`src/rtl/cmp_pkg.sv`:
```
// Shared types and constants for the multi-cycle comparator.
// FSM states, compare codes, RV32 branch funct3 values and the taken decode.
package cmp_pkg;

  typedef enum logic [1:0] {
    IDLE,
    RUN,
    DONE
  } state_t;

  localparam logic [1:0] RES_EQ = 2'b01;
  localparam logic [1:0] RES_LT = 2'b10;
  localparam logic [1:0] RES_GT = 2'b00;

  localparam logic [2:0] F3_BEQ  = 3'b000;
  localparam logic [2:0] F3_BNE  = 3'b001;
  localparam logic [2:0] F3_BLT  = 3'b100;
  localparam logic [2:0] F3_BGE  = 3'b101;
  localparam logic [2:0] F3_BLTU = 3'b110;
  localparam logic [2:0] F3_BGEU = 3'b111;

  function automatic logic taken_of(
    input logic [2:0] f3,
    input logic [1:0] r
  );
    logic eq;
    logic lt;
    logic t;
    eq = (r == RES_EQ);
    lt = (r == RES_LT);
    t  = 1'b0;
    case (f3)
      F3_BEQ:  t = eq;
      F3_BNE:  t = !eq;
      F3_BLT:  t = lt;
      F3_BGE:  t = !lt;
      F3_BLTU: t = lt;
      F3_BGEU: t = !lt;
      default: t = 1'b0;
    endcase
    return t;
  endfunction

endpackage

```
`src/rtl/cmp_chunk.sv`:
```
// Combinational unsigned compare of one CHUNK-bit slice.
module cmp_chunk #(
  parameter int W = 8
) (
  input  logic [W-1:0] a,
  input  logic [W-1:0] b,
  output logic         eq,
  output logic         lt
);

  assign eq = (a == b);
  assign lt = (a < b);

endmodule

```
`src/rtl/cmp_seq.sv`:
```
// Multi-cycle MSB-first comparator with RV32 branch-taken decode.
// CMP_SEQ_EARLY_EXIT_EN: stop scanning at the first differing chunk.
module cmp_seq
  import cmp_pkg::*;
#(
  parameter int WIDTH = 32,
  parameter int CHUNK = 8
) (
  input  logic             clk,
  input  logic             rst,
  input  logic             in_valid,
  output logic             in_ready,
  input  logic [WIDTH-1:0] input_a,
  input  logic [WIDTH-1:0] input_b,
  input  logic             signed_en,
  input  logic [2:0]       funct3,
  output logic             out_valid,
  input  logic             out_ready,
  output logic [1:0]       res,
  output logic             taken
);

  localparam int NCHUNK = WIDTH / CHUNK;
  localparam int IW = (NCHUNK > 1) ? $clog2(NCHUNK) : 1;

`ifdef CMP_SEQ_EARLY_EXIT_EN
  localparam bit EARLY = 1'b1;
`else
  localparam bit EARLY = 1'b0;
`endif

  localparam logic [WIDTH-1:0] MSB = {1'b1, {(WIDTH-1){1'b0}}};
  localparam logic [IW-1:0] LAST = IW'(NCHUNK - 1);

  state_t           state;
  logic [WIDTH-1:0] a_q;
  logic [WIDTH-1:0] b_q;
  logic [2:0]       f3_q;
  logic [IW-1:0]    idx;
  logic             found;
  logic             lt_q;

  logic [CHUNK-1:0] sa;
  logic [CHUNK-1:0] sb;
  logic             c_eq;
  logic             c_lt;
  logic             found_n;
  logic             lt_n;
  logic             stop;
  logic [1:0]       res_n;

  assign sa = a_q[idx*CHUNK +: CHUNK];
  assign sb = b_q[idx*CHUNK +: CHUNK];

  cmp_chunk #(
    .W(CHUNK)
  ) u_chunk (
    .a (sa),
    .b (sb),
    .eq(c_eq),
    .lt(c_lt)
  );

  // Only the most significant differing chunk decides the order.
  always_comb begin
    found_n = found | ~c_eq;
    lt_n    = found ? lt_q : c_lt;
    stop    = (idx == '0) | (EARLY & ~c_eq);
    res_n   = RES_EQ;
    if (found_n) res_n = lt_n ? RES_LT : RES_GT;
  end

  assign in_ready = (state == IDLE);

  always_ff @(posedge clk) begin
    if (rst) begin
      state     <= IDLE;
      a_q       <= '0;
      b_q       <= '0;
      f3_q      <= '0;
      idx       <= '0;
      found     <= 1'b0;
      lt_q      <= 1'b0;
      out_valid <= 1'b0;
      res       <= RES_GT;
      taken     <= 1'b0;
    end else begin
      case (state)
        IDLE: begin
          if (in_valid) begin
            // Flipping the sign bits maps signed order onto unsigned order.
            a_q   <= signed_en ? (input_a ^ MSB) : input_a;
            b_q   <= signed_en ? (input_b ^ MSB) : input_b;
            f3_q  <= funct3;
            idx   <= LAST;
            found <= 1'b0;
            lt_q  <= 1'b0;
            state <= RUN;
          end
        end
        RUN: begin
          found <= found_n;
          lt_q  <= lt_n;
          if (stop) begin
            res       <= res_n;
            taken     <= taken_of(f3_q, res_n);
            out_valid <= 1'b1;
            state     <= DONE;
          end else begin
            idx <= idx - 1'b1;
          end
        end
        DONE: begin
          if (out_ready) begin
            out_valid <= 1'b0;
            state     <= IDLE;
          end
        end
        default: state <= IDLE;
      endcase
    end
  end

endmodule

```
`config.mk`:
```
export PLATFORM = sky130hd
export DESIGN_NAME = cmp_seq
export DESIGN_NICKNAME = d
export VERILOG_FILES = /design/src/rtl/cmp_pkg.sv /design/src/rtl/cmp_chunk.sv /design/src/rtl/cmp_seq.sv
export SDC_FILE = /design/constraint.sdc
export NUM_CORES = 1
export LEC_CHECK = 0
export ABC_AREA = 1
export BUFFER_PORTS_ARGS = -buffer_cell sky130_fd_sc_hd__buf_4
export CORE_MARGIN = 2
export CORE_UTILIZATION = 58
export DETAILED_ROUTE_END_ITERATION = 6
export GPL_TIMING_DRIVEN = 0
export MAX_ROUTING_LAYER = met4
export PLACE_DENSITY = 0.85
export SYNTH_ARGS = -nofsm -noshare
export SYNTH_HDL_FRONTEND = slang
export SYNTH_HIERARCHICAL = 1
export SYNTH_SLANG_ARGS = --single-unit
export TNS_END_PERCENT = 30
```
`constraint.sdc`:
```
create_clock -name clk -period 6 [get_ports clk]
set_input_delay 0.6 -clock clk [delete_from_list [all_inputs] [get_ports clk]]
set_output_delay 0.6 -clock clk [all_outputs]
set_load 0.02 [all_outputs]
```
* Yosys cells after proc, flatten, opt, wreduce, memory -nomap -nowiden
Index checks and enable logic that the tools add are counted.
** Operators by class
- Equality and inequality tests :: 14
- $add $sub $neg :: 1
- Multipliers :: 0
- Reductions and logical operators :: 15
- Mux-type cells :: 19
- Shifts and indexed selects :: 2
- Bitwise gates (word level) :: 4
- Divide/modulo/power cells :: 0
- $lt $le $gt $ge :: 1
** Operators by type and width (number)
- $mux W32 :: 2
- $shiftx A32 B6 Y8 :: 2
- $mux W2 :: 7
- $eq A3 B3 Y1 const B :: 4
- $reduce_and A3 Y1 :: 3
- $eq A8 B8 Y1 :: 1
- $lt A8 B8 Y1 :: 1
- $ne A2 B2 Y1 const B :: 4
- $pmux W1 S2 :: 3
- $pmux W2 S3 :: 1
- $reduce_and A2 Y1 :: 3
- $eq A2 B1 Y1 const B :: 2
- $eq A2 B2 Y1 const B :: 2
- $logic_not A2 Y1 :: 2
- $mux W1 :: 4
- $pmux W1 S4 :: 1
- $pmux W2 S2 :: 1
- $reduce_bool A2 Y1 :: 2
- $reduce_or A2 Y1 :: 2
- $eq A3 B1 Y1 const B :: 1
- $logic_not A3 Y1 :: 1
- $not A1 Y1 :: 3
- $logic_not A1 Y1 :: 2
- $sub A2 B1 Y2 const B :: 1
- $or A1 B1 Y1 :: 1
** Word-level totals
- Input port bits :: 72
- Register bits after elaboration :: 77
- Bits in latches :: 0
- RAM bits :: 0
- Logic and storage cells :: 66
- Memories kept :: 0
- ROM bits :: 0
- Output and inout port bits :: 5

* Depth between registers and ports, before layout
Gate-level depths: netlist of the first run.
- Depth after elaboration :: 8
- Depth in mapped cells :: 19

* Cells and area by module
Netlist of the first run, hierarchy kept.
** Modules (own cells, without submodules)
- cmp_seq :: area each 3216.8 um^2, times used 1, cells each 450
- cmp_chunk :: area each 221.5 um^2, times used 1, cells each 37

* Least setup slack after synthesis of the first run
OpenSTA, ideal clock, no wires.
- Path kind :: flip-flop to flip-flop
- Start :: reg idx[0]
- End :: reg taken
- Stages on the path, launching flop included :: 17
- Path slack :: 3.962 ns
- Data required time :: 5.883 ns
- Setup time :: 0.117 ns
- Buffers on the path :: 1
- Data arrival time :: 1.921 ns
- Path through :: dfxtp_1 > inv_1 > clkbuf_1 > o21ai_0 > o22ai_1 > inv_1 > ha_1 > a21oi_1 > nand2_1 > a21oi_1 > inv_1 > nand2_1 > nand3_1 > nand2_1 > nand2_1 > nor2_1 > nor2_1
** Between the ends
- Cells in the longest elaborated chain, start to end :: 8
** RTL lines
- start, declared :: line cmp_seq.sv:39 : logic [IW-1:0] idx;
- start signal, assigned :: line cmp_seq.sv:110 : idx <= idx - 1'b1;
- $shiftx A32 B6 Y8 (*) :: line cmp_seq.sv:53 : assign sb = b_q[idx*CHUNK +: CHUNK];
- net sb[7] :: line cmp_seq.sv:44 : logic [CHUNK-1:0] sb;
- $lt A8 B8 Y1 (*) :: line cmp_chunk.sv:12 : assign lt = (a < b);
- net c_lt :: line cmp_seq.sv:46 : logic c_lt;
- $mux W1 (*) :: line cmp_seq.sv:67 : lt_n = found ? lt_q : c_lt;
- $mux W2 (*) (2 in series) :: line cmp_seq.sv:70 : if (found_n) res_n = lt_n ? RES_LT : RES_GT;
- $eq A2 B2 Y1 / $eq A2 B1 Y1 (equally long branches) :: line cmp_pkg.sv:30, cmp_pkg.sv:29
- $logic_not A1 Y1, on equally long branches :: line cmp_pkg.sv:36, cmp_pkg.sv:38, cmp_pkg.sv:34
- $pmux W1 S4 (*) :: line cmp_pkg.sv:32 : case (f3)
- end signal, assigned :: line cmp_seq.sv:106 : taken <= taken_of(f3_q, res_n);
- end, declared :: line cmp_seq.sv:20 : output logic taken
The timed path passes the listed nets; every way through them passes the cells marked *.
A chain may end at the register's enable or synchronous reset.

* Final worst setup path of the first run
Ends and elaborated chain as after synthesis.

==> results of run 1 <==
-- layer usage --
metal | track usage, % | up-vias
met5 | - | -
met4 | 12.7 | 0
met3 | 4.11 | 20
met2 | 49.3 | 113
met1 | 37.7 | 1614
li1 | - | 1760
-- Yosys cell counts --
master and count:
sky130_fd_sc_hd__clkbuf_1 17, sky130_fd_sc_hd__buf_6 5, sky130_fd_sc_hd__o21ai_0 102, sky130_fd_sc_hd__nand3b_1 1, sky130_fd_sc_hd__o22ai_1 16, sky130_fd_sc_hd__nor2_4 1, sky130_fd_sc_hd__ha_1 9, sky130_fd_sc_hd__nor2_1 166
sky130_fd_sc_hd__nand2_1 30, sky130_fd_sc_hd__dfxtp_1 77, sky130_fd_sc_hd__a21oi_1 16, sky130_fd_sc_hd__o21ai_1 1, sky130_fd_sc_hd__nand3_1 7, sky130_fd_sc_hd__xor2_1 2, sky130_fd_sc_hd__nor3_2 1, sky130_fd_sc_hd__buf_2 7
sky130_fd_sc_hd__nand2_4 1, sky130_fd_sc_hd__inv_1 27, sky130_fd_sc_hd__inv_2 1
-- registers in the layout (all words and copies together) (netlist names) --
signal	count
a_q	32
b_q	32
f3_q	3
idx	2
res	2
state	2
found	1
lt_q	1
out_valid	1
taken	1
-- placed cells by master, fill, tap and decap left out, drive strengths merged --
master | netlist | final
nor3 | 1 | 1
o22ai | 16 | 16
a21oi | 16 | 16
dfxtp | 77 | 77
nand3b | 1 | 1
inv | 28 | 28
nand3 | 7 | 7
xor2 | 2 | 2
buf | 12 | 88
bufinv | 0 | 3
clkbuf | 17 | 28
nand2 | 31 | 31
ha | 9 | 9
o21ai | 103 | 103
nor2 | 167 | 167
clkinvlp | 0 | 1
-- cell type report --
class,count,share of cell area (%)
Inverter,28,2.43
Multi-Input combinational cell,353,37.8
Buffer,29,3.58
Sequential cell,77,35.6
Timing Repair Buffer,76,13.2
Clock inverter,4,2.25
Tap cell,75,2.17
Clock buffer,11,3.03
-- worst max-delay path, stage by stage, from the launching register on --
cell and delay (ns):
sky130_fd_sc_hd__dfxtp_1 0.35, sky130_fd_sc_hd__inv_1 0.18, sky130_fd_sc_hd__clkbuf_1 0.39, sky130_fd_sc_hd__o21ai_0 0.16, sky130_fd_sc_hd__o22ai_1 0.13, sky130_fd_sc_hd__inv_1 0.06
sky130_fd_sc_hd__ha_1 0.30, sky130_fd_sc_hd__a21oi_1 0.16, sky130_fd_sc_hd__nand2_1 0.07, sky130_fd_sc_hd__a21oi_1 0.21, sky130_fd_sc_hd__inv_1 0.07, sky130_fd_sc_hd__nand2_1 0.06
sky130_fd_sc_hd__nand3_1 0.09, sky130_fd_sc_hd__nand2_1 0.08, sky130_fd_sc_hd__nand2_1 0.05, sky130_fd_sc_hd__nor2_1 0.09, sky130_fd_sc_hd__nor2_1 0.05
-- final timing paths --
path,end,start,slack [ns],cells past startpoint
setup / recovery,taken,idx[0],3.39,16
hold reg to reg,b_q[31],b_q[31],0.48,2
hold / removal,state[1],rst,0.45,2
setup reg to reg,taken,idx[0],3.39,16
-- report_power, final --
part,leakage (nW),switching (mW),internal (mW)
logic,1.21,0.213,0.144
registers,0.638,0.0352,0.564
clock network,0.110,0.188,0.275
total,1.95,0.436,0.983
-- cells by family (layout without fill, tap and decap cells) --
family	Yosys count	in the layout	synth area share [%]
simple gates	207	207	23.6
compound gates	135	135	20.2
flops	77	77	44.8
buf+inv	57	148	7.57
fa+ha+maj	9	9	3.28
xor+xnor	2	2	0.510
==> impl_metrics.tcl, run 1 <==
set metrics [dict create \
    design.portCount 77 \
    cp_data_arrival_time_ns 2.86 \
    synth_fp_nets 568 \
    multi_input_area_sq_mm 0.00164 \
    placed_area_sq_mm 0.00410 \
    whs_ns 0.447 \
    maximum_number_of_pins_on_one_net_before_global_route_repair 13 \
    tritoncts_num_sinks 77 \
    layoutNonFillerInstCount 653 \
    critical_path.max_fanout 10 \
    die-area_sq_mm 0.00656 \
    number_of_placed_instances_with_taps_included 638 \
    grt_use_total_pct 30.2 \
    io_buffer_count 76 \
    placementRows 28 \
    vias 3507 \
    root_buffer "sky130_fd_sc_hd__clkbuf_8" \
    post_route_cells_drive_above_1_share_pct 18.2 \
    routed_via_density 5.37 \
    dr_wl_met2_microns 4410 \
    fmax_ghz 0.383 \
    drtIter0Drc 244 \
    synth-seq-area-share_pct 44.8 \
    antenna_violations_before_repair 0 \
    worst_ir_drop_vdd_mv 0.205 \
    highest-signal-layer "met4" \
    worst_max_slew_margin_expressed_relative_to_the_limit_pct 70.2 \
    power_mw 1.42 \
    synth-seq-cells 77 \
    insertion_delay_ns 0.35 \
    flow.area_growth_from_synthesis_pct 26.0 \
    cts_hold_repair.buffers 0 \
    final_max_slew_viol_count 0 \
    synth.yosys.warnings 6 \
    totalNegativeSetupSlack_ns 0 \
    drt-met1-wl_microns 4190 \
    max-clock-path-buffers 2 \
    dpl.hpwl_microns 6770 \
    final_critical_path_setup_slack_ns 3.39 \
    gp_routability_congestion 0.948 \
    grt_pass1_wl_microns 14400 \
    unrepaired_setup_endpoints_after_global_routing "false" \
    cts_tree "done" \
    synth_area_leaders "sky130_fd_sc_hd__dfxtp_1 (45%), sky130_fd_sc_hd__nor2_1 (18%), sky130_fd_sc_hd__o21ai_0 (15%)" \
    hp-class "in2reg" \
    wl_per_cell_microns 14.2 \
    clock_skew_ns 0.0109 \
    die_w_microns 81.0 \
    drt_first_pass_iters 5 \
    final_setup_violation_count 0 \
    post_synth_num_cell_types 19 \
    stdcell_area_sq_mm 0.00433 \
    coreArea_sq_mm 0.00582 \
    synthesis.area_per_instance_sq_um 7.06 \
    post-route-min-period_ns 2.61 \
    finish.net_count 655 \
    status "completed" \
    kind_of_capture_point_of_the_worst_setup_path "flip-flop" \
    worst_setup_hold_path_clk_slew_ns 0.08 \
    postCtsSetupBuffers 0 \
    postRouteWirelength_microns 9270 \
    min_period_over_period_pct 43.5 \
    num_antenna_cells 0 \
    met3WireLength_microns 494 \
    power_dens_cells_mw_per_mm2 328 \
    first_global_vias 3201 \
    worst_path_class_setup "reg2reg" \
    postSynthCellCount 487 \
    final.fill_count 479 \
    effective_utilization_at_floorplan_pct 59.1 \
    postRouteAntennaNets 0 \
    dp_slack_ns 3.46 \
    utilization_pct 74.5 \
    number_of_remaining_drc_errors 0 \
    synth_area_leader_cell "sky130_fd_sc_hd__dfxtp_1" \
    p_leak_nw 1.95 \
    cts-buffers-inserted 9 \
    clock_tree.htree_level_count 3 \
    drv_cap 0 \
    die_h_microns 81.0 \
    worst-endpoint-required_ns 6.25 \
    mappedNetlistArea_sq_mm 0.00344 \
    cts_resized 0 \
    area.sequential_sq_mm 0.00154 \
    netlist.area_leader.share_pct 44.8 \
    crit_path_start_kind "flip-flop" \
    hold_viol_final 0 \
    aggregate_global_routing_overflow 0 \
    least_margin_pin_slew_ns 0.447 \
]
Note: power is estimated with default switching activity, not from simulation.
==> run 2, diff against run 1 <==
--- a/config.mk
+++ b/config.mk
@@ -8,11 +8,11 @@
 export ABC_AREA = 1
 export BUFFER_PORTS_ARGS = -buffer_cell sky130_fd_sc_hd__buf_4
 export CORE_MARGIN = 2
-export CORE_UTILIZATION = 58
+export CORE_UTILIZATION = 54
 export DETAILED_ROUTE_END_ITERATION = 6
 export GPL_TIMING_DRIVEN = 0
 export MAX_ROUTING_LAYER = met4
-export PLACE_DENSITY = 0.85
+export PLACE_DENSITY = 0.8
 export SYNTH_ARGS = -nofsm -noshare
 export SYNTH_HDL_FRONTEND = slang
 export SYNTH_HIERARCHICAL = 1
==> constraint.sdc (replaced) <==
create_clock -name clk -period 2.5 [get_ports clk]
set_input_delay 0.25 -clock clk [delete_from_list [all_inputs] [get_ports clk]]
set_output_delay 0.25 -clock clk [all_outputs]
set_load 0.02 [all_outputs]
==> impl_metrics.tcl, run 2 (synthesized netlist as in run 1, its figures left out) <==
set metrics [dict create \
    effective_utilization_at_floorplan_pct 55.1 \
    worstPathCellList "inv_2, buf_4, nor2_2, o22ai_1, ha_1, nand2_1, inv_1, nand2_1, nand2_1, a21oi_2, inv_1, nand2_1, nand3_1, nand2_1, nand2_1, nor2_1, nor2_1" \
    end_of_the_worst_hold_path "found" \
    multi_input_area_sq_mm 0.00166 \
    critical_path.reg2reg.startpoint "idx[0]" \
    aggregate_global_routing_overflow 0 \
    cpMaxStageDelayCell "sky130_fd_sc_hd__dfxtp_2" \
    maximum_number_of_pins_on_one_net_before_global_route_repair 13 \
    cp_data_arrival_time_ns 2.52 \
    sequentialPowerShare_pct 44.2 \
    postRouteAntennaNets 0 \
    fmax_ghz 0.440 \
    crit_path_start_kind "flip-flop" \
    finish.net_count 655 \
    swShare_pct 32.5 \
    max-clock-path-buffers 2 \
    reg.largest.list "a_q x32, b_q x32, f3_q x3" \
    rrSetupSlack_ns 0.23 \
    post-route-min-period_ns 2.27 \
    final_common_cell "sky130_fd_sc_hd__nor2_1" \
    hold_viol_final 0 \
    critical_path.max_fanout 10 \
    cts-buffers-inserted 9 \
    worst_setup_hold_path_clk_slew_ns 0.08 \
    cell_internal_pwr_mw 2.20 \
    hold-path-cell-count 2 \
    area.sequential_sq_mm 0.00154 \
    insertion_delay_ns 0.35 \
    worst_max_slew_margin_expressed_relative_to_the_limit_pct 72.7 \
    status "completed" \
    p_leak_nw 1.97 \
    switchingPower_mw 1.06 \
    wl_per_cell_microns 14.1 \
    die_w_microns 83.8 \
    vias 3479 \
    cts_tree "done" \
    clock_skew_ns 0.0123 \
    grt_pass1_wl_microns 14800 \
    routed_via_density 5.30 \
    design.portCount 77 \
    hp-class "in2reg" \
    worst_ir_drop_vdd_mv 0.508 \
    antenna_violations_before_repair 0 \
    cpLargestDelayFamily "simple AND/OR/NAND/NOR gates" \
    first_global_vias 3183 \
    utilization_pct 69.6 \
    kind_of_capture_point_of_the_worst_setup_path "flip-flop" \
    r2r.worst_path.cells 17 \
    final_setup_violation_count 0 \
    coreArea_sq_mm 0.00624 \
    drv_cap 0 \
    p_comb_share_pct 27.2 \
    die_h_microns 83.8 \
    tritoncts_num_sinks 77 \
    whs_ns 0.108 \
    cts_hold_repair.buffers 0 \
    holdCritStartpoint "rst" \
    clock_tree.htree_level_count 3 \
    drtIter0Drc 244 \
    least_margin_pin_slew_ns 0.408 \
    dpl.hpwl_microns 6810 \
    worst_path_class_setup "reg2reg" \
    num_antenna_cells 0 \
    final_max_slew_viol_count 0 \
    final.fill_count 571 \
    flow.area_growth_from_synthesis_pct 26.3 \
    number_of_remaining_drc_errors 0 \
    post_route_cells_drive_above_1_share_pct 20.9 \
    layout.cells.most_common_list "sky130_fd_sc_hd__nor2_1 (163), sky130_fd_sc_hd__o21ai_0 (101), sky130_fd_sc_hd__buf_4 (77)" \
    crit_top_cell "sky130_fd_sc_hd__nand2_1" \
    stdcell_area_sq_mm 0.00434 \
    reg2reg_to "taken" \
    critical_path.n_buffers_inverters 4 \
    drt_first_pass_iters 7 \
    min_period_over_period_pct 90.8 \
    final_critical_path_setup_slack_ns 0.229 \
    placed_area_sq_mm 0.00411 \
    io_buffer_count 76 \
    gp_routability_congestion 0.915 \
    power_dens_cells_mw_per_mm2 751 \
    worst-endpoint-required_ns 2.75 \
    root_buffer "sky130_fd_sc_hd__clkbuf_8" \
    die-area_sq_mm 0.00702 \
    postRouteWirelength_microns 9240 \
    power_mw 3.26 \
    grt_use_total_pct 27.4 \
    placementRows 29 \
    timing.critical_path.slowest_cell_delay_ns 0.35 \
    dp_slack_ns -0.0221 \
    clockPowerShare_pct 28.6 \
]
[run 2: cell type report]
type | count | area share (%)
sequential | 77 | 35.6
multi-input combinational | 353 | 38.1
buffer | 29 | 4.15
clock inverter | 5 | 1.15
timing repair buffer | 76 | 13.1
clock buffer | 11 | 3.26
tap | 77 | 2.22
inverter | 28 | 2.42
[run 2: how the worst max path moves through the flow]
stage,from,to,slack [ns],cells after the start
2_1_floorplan,idx[0],taken,0.46,16
3_3_place_gp,idx[0],taken,0.02,16
3_5_place_dp,idx[0],taken,-0.02,16
4_1_cts,idx[1],taken,0.02,15
5_1_grt,idx[0],taken,-0.002,17
6_report,idx[0],taken,0.23,17
[run 2: repair_timing]
item / in CTS / in global routing
pin swaps: 0 / 1
endpoints found under the setup margin: 1 / 5
setup buffers: 0 / 0
gates resized for setup: 1 / 31
[run 2: per-stage QoR]
stage          instances   TNS, ns
2_1_floorplan        487         0
3_3_place_gp         640         0
3_5_place_dp         640   -0.0221
4_1_cts              656         0
5_1_grt              656  -0.00191
6_report             656         0
[run 2: power by group through the flow]
stage	Clock [mW]	Sequential [mW]	Combinational (mW)
after floorplan	0	1.44	0.569
after global placement	0	1.46	0.805
after detailed placement	0	1.46	0.834
after CTS	0.938	1.44	0.844
after global routing	0.995	1.45	0.998
final	0.934	1.44	0.886
[run 2: metal layers]
| layer | global-route usage [%] | vias to the layer above | wire, microns |
|---|---|---|---|
| li1 | - | 1765 | - |
| met1 | 34.4 | 1562 | 4160 |
| met2 | 43.9 | 130 | 4320 |
| met3 | 6.33 | 22 | 587 |
| met4 | 8.94 | 0 | 166 |
| met5 | - | - | 0 |
[run 2: worst reg2reg max path, stage by stage (launching register included)]
cell and delay [ns]:
sky130_fd_sc_hd__dfxtp_2 0.35, sky130_fd_sc_hd__inv_2 0.13, sky130_fd_sc_hd__buf_4 0.22, sky130_fd_sc_hd__nor2_2 0.07, sky130_fd_sc_hd__o22ai_1 0.22, sky130_fd_sc_hd__ha_1 0.29, sky130_fd_sc_hd__nand2_1 0.06, sky130_fd_sc_hd__inv_1 0.04
sky130_fd_sc_hd__nand2_1 0.05, sky130_fd_sc_hd__nand2_1 0.07, sky130_fd_sc_hd__a21oi_2 0.20, sky130_fd_sc_hd__inv_1 0.06, sky130_fd_sc_hd__nand2_1 0.06, sky130_fd_sc_hd__nand3_1 0.09, sky130_fd_sc_hd__nand2_1 0.07, sky130_fd_sc_hd__nand2_1 0.05
sky130_fd_sc_hd__nor2_1 0.08, sky130_fd_sc_hd__nor2_1 0.05
